File: src/rtl/m_fetch_buf_pkg.sv
// Shared definitions for the instruction fetch stream buffer.
package m_fetch_buf_pkg;

   localparam int unsigned FB_DEPTH = 4;   // default buffered word count
   localparam int unsigned WA_W     = 30;  // word-address width (byte address [31:2])

   typedef enum logic [1:0] {
      ST_IDLE = 2'd0,
      ST_REQ  = 2'd1,
      ST_DROP = 2'd2
   } fb_st_e;

endpackage

File: src/rtl/m_fb_queue.sv
// Circular word store: one tail write port, one combinational read port at head+idx.
module m_fb_queue #(
   parameter  int unsigned DEPTH = 4,
   localparam int unsigned PW    = $clog2(DEPTH),
   localparam int unsigned CW    = PW + 1
) (
   input  logic          clk,
   input  logic          rst,
   input  logic          clr,
   input  logic          push,
   input  logic [31:0]   push_data,
   input  logic [CW-1:0] pop,
   input  logic [PW-1:0] rd_idx,
   output logic [31:0]   rd_data,
   output logic [CW-1:0] cnt
);

   logic [31:0]   mem [DEPTH];
   logic [PW-1:0] head;
   logic [PW-1:0] tail;

   assign tail    = head + cnt[PW-1:0];
   assign rd_data = mem[head + rd_idx];

   // Pointer update: push lands at the pre-pop tail, pop advances the head
   always_ff @(posedge clk) begin
      if (rst) begin
         head <= '0;
         cnt  <= '0;
      end else begin
         head <= head + pop[PW-1:0];
         cnt  <= clr ? '0 : cnt - pop + CW'(push);
      end
   end

   // Word storage, written at the tail on fill
   always_ff @(posedge clk) begin
      if (push) mem[tail] <= push_data;
   end

endmodule

File: src/rtl/m_fetch_buf.sv
// Fetch stream buffer: serves the core from buffered words, prefetches sequentially
// from a multi-cycle instruction memory and stalls the core until w_pc is available.
module m_fetch_buf
   import m_fetch_buf_pkg::*;
#(
   parameter int unsigned DEPTH = FB_DEPTH
) (
   input  logic        w_clk,
   input  logic        w_rst,
   input  logic [31:0] w_pc,
   output logic [31:0] w_ir,
   output logic        w_stall,
   input  logic        w_flush,
   output logic        w_mreq,
   output logic [31:0] w_maddr,
   input  logic        w_mack,
   input  logic [31:0] w_mdata,
   output logic [31:0] w_nhit,
   output logic [31:0] w_nmiss
);

   localparam int unsigned PW = $clog2(DEPTH);
   localparam int unsigned CW = PW + 1;

   fb_st_e          r_st, st_n;
   logic [WA_W-1:0] r_base, base_n;
   logic [WA_W-1:0] wa_pc, idx, fill_wa;
   logic [CW-1:0]   q_cnt, pop, cnt_left;
   logic [31:0]     q_rd, maddr_n;
   logic            hit, fwd, q_clr, q_push, mreq_n, miss_inc;

   m_fb_queue #(.DEPTH(DEPTH)) u_queue (
      .clk       (w_clk),
      .rst       (w_rst),
      .clr       (q_clr),
      .push      (q_push),
      .push_data (w_mdata),
      .pop       (pop),
      .rd_idx    (idx[PW-1:0]),
      .rd_data   (q_rd),
      .cnt       (q_cnt)
   );

   // Hit lookup and miss-return forwarding
   always_comb begin
      wa_pc   = w_pc[31:2];
      idx     = wa_pc - r_base;
      fill_wa = r_base + WA_W'(q_cnt);
      hit     = idx < WA_W'(q_cnt);
      fwd     = (r_st == ST_REQ) && w_mack &&
                (w_maddr[31:2] == wa_pc) && (w_maddr[31:2] == fill_wa);
      w_stall = w_flush || !(hit || fwd);
      if (fwd)      w_ir = w_mdata;
      else if (hit) w_ir = q_rd;
      else          w_ir = '0;
   end

   // Request FSM next state, consume and fill control
   always_comb begin
      st_n     = r_st;
      base_n   = r_base;
      maddr_n  = w_maddr;
      mreq_n   = w_mreq;
      q_clr    = 1'b0;
      q_push   = 1'b0;
      pop      = '0;
      miss_inc = 1'b0;
      cnt_left = q_cnt;
      if (w_flush) begin
         q_clr = 1'b1;
         // An ack arriving with the flush retires the request here; waiting in
         // DROP for it would never end.
         if (r_st != ST_IDLE) begin
            if (w_mack) begin
               st_n   = ST_IDLE;
               mreq_n = 1'b0;
            end else begin
               st_n = ST_DROP;
            end
         end
      end else begin
         case (r_st)
            ST_IDLE: begin
               if (!hit) begin
                  base_n   = wa_pc;
                  q_clr    = 1'b1;
                  maddr_n  = {wa_pc, 2'b00};
                  mreq_n   = 1'b1;
                  miss_inc = 1'b1;
                  st_n     = ST_REQ;
               end else begin
                  if (idx != '0) begin
                     pop    = idx[CW-1:0];
                     base_n = wa_pc;
                  end
                  cnt_left = q_cnt - pop;
                  if (cnt_left < CW'(DEPTH)) begin
                     maddr_n = {fill_wa, 2'b00};
                     mreq_n  = 1'b1;
                     st_n    = ST_REQ;
                  end
               end
            end
            ST_REQ: begin
               if (hit && idx != '0) begin
                  pop    = idx[CW-1:0];
                  base_n = wa_pc;
               end
               if (w_mack) begin
                  q_push = 1'b1;
                  mreq_n = 1'b0;
                  st_n   = ST_IDLE;
               end else if (!hit && (w_maddr[31:2] != wa_pc)) begin
                  base_n = wa_pc;
                  q_clr  = 1'b1;
                  st_n   = ST_DROP;
               end
            end
            ST_DROP: begin
               if (w_mack) begin
                  mreq_n = 1'b0;
                  st_n   = ST_IDLE;
               end
            end
            default: st_n = ST_IDLE;
         endcase
      end
   end

   // State, request and counter registers
   always_ff @(posedge w_clk) begin
      if (w_rst) begin
         r_st    <= ST_IDLE;
         r_base  <= '0;
         w_mreq  <= 1'b0;
         w_maddr <= '0;
         w_nhit  <= '0;
         w_nmiss <= '0;
      end else begin
         r_st    <= st_n;
         r_base  <= base_n;
         w_mreq  <= mreq_n;
         w_maddr <= maddr_n;
         if (!w_stall) w_nhit  <= w_nhit + 32'd1;
         if (miss_inc) w_nmiss <= w_nmiss + 32'd1;
      end
   end

endmodule
File: config.mk
export PLATFORM = sky130hd
export DESIGN_NAME = m_fetch_buf
export DESIGN_NICKNAME = d
export VERILOG_FILES = /design/src/rtl/m_fetch_buf_pkg.sv /design/src/rtl/m_fb_queue.sv /design/src/rtl/m_fetch_buf.sv
export SDC_FILE = /design/constraint.sdc
export NUM_CORES = 1
export LEC_CHECK = 0
export ABC_AREA = 1
export BUFFER_PORTS_ARGS = -buffer_cell sky130_fd_sc_hd__buf_4
export CAP_MARGIN = 40
export CORE_MARGIN = 3
export CORE_UTILIZATION = 50
export CTS_CLUSTER_DIAMETER = 40
export DETAILED_ROUTE_END_ITERATION = 10
export PLACE_DENSITY = 0.78
export SYNTH_ARGS = -nofsm -noshare
export SYNTH_HDL_FRONTEND = slang
export SYNTH_SLANG_ARGS = --single-unit
File: constraint.sdc
create_clock -name w_clk -period 6.6 [get_ports w_clk]
set_clock_uncertainty 0.05 [all_clocks]
set_input_delay 1.32 -clock w_clk [delete_from_list [all_inputs] [get_ports w_clk]]
set_output_delay 1.32 -clock w_clk [all_outputs]
set_load 0.02 [all_outputs]
==> results by group <==
Logic synthesis
  – Seq/Total Area, Yosys: 37.1%
  – Synth Flop Type: dfxtp_1
  – #FFs+latches synth: 260
  – Synth top area cells: edfxtp_1, nand2_1, dfxtp_1, inv_1, nor2_1
  – Cells after Synth: 2605
  – Share of the synthesized area in the top cell type: 22.0%
  – Post-synth EDFFs: 128
  – Async set or reset register ratio after synthesis: 0%
  – Mapped Area: 17500 sq um
  – Post-synth cell types: 51
  – Yosys warnings: 0
  – Mean post-synth cell area: 6.71 sq um
  – Synth area leader: edfxtp_1

Power and ir drop
  – Sequential share of power: 33.3%
  – Lkg Pwr: 9.80 nW
  – Comb pwr share: 22.4%
  – Psw: 0.00174 W
  – Power Internal: 0.00377 W
  – Clk pwr share: 44.3%
  – VDD IR max: 0.212 mV
  – Pwr/cell area: 264 nW/um^2
  – Switching fraction of total power: 31.6%

Finish
  – Ratio of cells with drive above 1 in the final layout: 12.0%
  – Fill cells: 3125
  – P&R area growth vs syn: 19.4%
  – Commonest non-fill, non-tap cell in the layout: nand2_1
  – Nets: 2898
  – Layout Utilization: 61.4%
  – # diodes: 0
  – Commonest non-fill, non-tap cells in the layout: nand2_1, inv_1, nor2_1
  – Design area: 20900 sq um

GRT
  – Global route overflow: 0
  – First-pass GRT wire length: 86400 um
  – Vias in the first global route: 16900
  – Largest net degree at the start of global routing: 71
  – Initial antenna violation count: 0
  – Tot GR Track Use: 29.3%

Die
  – Core area: 34000 sq um
  – Top Ports: 198
  – Starting density of the core: 51.4%
  – Die Wd: 193 um
  – Row count: 67
  – Die area: 37200 sq um
  – Die H: 193 um

STA
  – Final hold viol count: 0
  – Slew margin rel.: 42.6%
  – Setup TNS Final: 0 ps
  – Worst Tran Pin Value: 861 ps
  – Final critical-path required period: 6130 ps
  – Final period utilization: 92.9%
  – Setup WS post-layout: 471 ps
  – Setup violators final: 0
  – Max Clk Rate: 163 MHz
  – Unrepaired setup endpoints after global routing: false
  – Final Max Slew Viols: 0

Route
  – Starting DRC count in detailed routing: 1240
  – Routed Antenna Nets: 0
  – Via/cell ratio: 5.42
  – DR WL/cell: 17.0 um
  – DR pass1 iterations: 6
  – DR DRC count: 0
  – Total Wirelength: 55400 um
  – Vias after detailed routing: 17700

Hold path
  – Min-Delay Path Class: reg2reg

Critical path
  – WP buf/inv: 6
  – CP max FO: 32
  – Slowest stage delay, CP: 670 ps
  – CP endpoint kind: output pin
  – CP arrival: 4760 ps
  – Startpoint types: input pin
  – Required @ worst endpoint: 5230 ps
  – Worst-path cell chain: buf_4, inv_1, ha_1, fa_1, inv_1, ha_1, a21oi_1, o21bai_1, nor2_1, nand3_1, nor2_2, nand3_1, nor2_2, nand2_1, nor2_4, buf_4, o211ai_1, nand2_1, nand2_1, inv_1, buf_4
  – Critical path's slowest cell: fa_1
  – Kind of critical path: in2out
  – Crit path max-delay family: adder cells

Run
  – Max Cap Violations: 0

Clocking
  – CTS tree: yes
  – CTS Buf Count: 42
  – Post-CTS setup buffer count: 0
  – Clk_lat worst skew: 560 ps
  – Longest Clk Path Bufs: 3
  – Post-CTS Resized: 0
  – CTS hold repair buffers: 0
  – Clock Sinks: 260
  – H-tree depth: 2
  – Clk slew on worst S/H paths: 50 ps
  – Root buffer cell: clkbuf_16

Placed design
  – # port buffers: 193
  – Dpl ws: 544 ps
  – HPWL Detailed: 39300 um
  – Area after DPL: 19300 sq um
  – GPL Wtd Cong: 0.950

Outcome
  – Status: complete, no violations
metrics by stage:
| step | power (W) | hold WS [ps] | instances |
|---|---|---|---|
| detailed placement | 0.00307 | 439 | 3184 |
| finish | 0.00550 | 444 | 3259 |
| floorplan | 0.00269 | 410 | 2606 |
| global route | 0.00576 | 468 | 3259 |
| CTS | 0.00551 | 447 | 3259 |
| global placement | 0.00305 | 423 | 3183 |
final timing paths:
kind         slack [ps]        endpoint  cells after the start        from
min reg2reg         440      w_nhit[31]                      2  w_nhit[31]
max                 470         w_ir[0]                     21     w_pc[2]
max reg2reg        1940  u_queue.cnt[2]                     24   r_base[0]
min                 440      w_nhit[31]                      2  w_nhit[31]
area by class of cell:
cell class / instances / area, sq um / share of cell area (%)
Multi-Input combinational cell: 1907 / 9290 / 44.5
Sequential cell: 260 / 6490 / 31.1
Timing Repair Buffer: 216 / 1630 / 7.81
Inverter: 353 / 1330 / 6.37
Clock buffer: 50 / 1130 / 5.42
Tap cell: 448 / 561 / 2.69
Clock inverter: 25 / 432 / 2.07
metal layers:
layer	up-vias	track usage (%)	share of wire, %
met5	-	0	0
met4	0	10.0	2.8
met3	115	5.72	7.8
met2	715	50.4	48
met1	8146	37.0	41
li1	8696	-	-
cells by family (layout without fill, tap and decap cells):
| family | after synthesis | count (layout) | share of synthesized area (%) |
|---|---|---|---|
| AO/OA/AOI/OAI | 297 | 297 | 9.12 |
| XOR/XNOR | 94 | 94 | 4.79 |
| adder cells (fa/ha/maj) | 50 | 50 | 3.71 |
| buffers and inverters | 439 | 644 | 10.1 |
| flip-flops | 260 | 260 | 37.1 |
| other | 1 | 2 | 0.0215 |
| AND/OR/NAND/NOR | 1464 | 1464 | 35.2 |
Yosys cell counts (11+ instances only):
master	number
a21oi_1	126
buf_2	24
clkbuf_1	45
dfxtp_1	132
edfxtp_1	128
ha_1	47
inv_1	340
inv_2	11
nand2_1	851
nand3_1	144
nand4_1	63
nor2_1	291
nor3_1	52
nor4_1	16
o211ai_1	32
o21ai_0	114
o21ai_1	12
xnor2_1	12
xor2_1	81
registers in the layout (all words and copies together), names as in the netlist:
| signal | flops |
|---|---|
| w_maddr | 30 |
| u_queue.head | 2 |
| r_base | 30 |
| u_queue.mem | 128 |
| w_mreq | 1 |
| r_st | 2 |
| w_nmiss | 32 |
| w_nhit | 32 |
| u_queue.cnt | 3 |
worst register-to-register path: cells and delay by family, from the launching register on:
| family | cells | cell delay (ps) |
|---|---|---|
| and+or+nand+nor | 10 | 1130 |
| xor gates and xnor gates | 1 | 200 |
| DFF | 1 | 320 |
| AOI/OAI and AO/OA | 3 | 390 |
| buffers and inverters | 4 | 550 |
| adders and majority gates | 6 | 1940 |
power by group through the flow:
stage	Clock [W]	Sequential [W]	Combinational, W
global placement	0	0.00186	0.00119
floorplan	0	0.00187	0.000823
finish	0.00244	0.00183	0.00123
CTS	0.00247	0.00183	0.00122
global route	0.00254	0.00184	0.00138
detailed placement	0	0.00186	0.00121
Note: power is estimated with default switching activity, not from simulation.
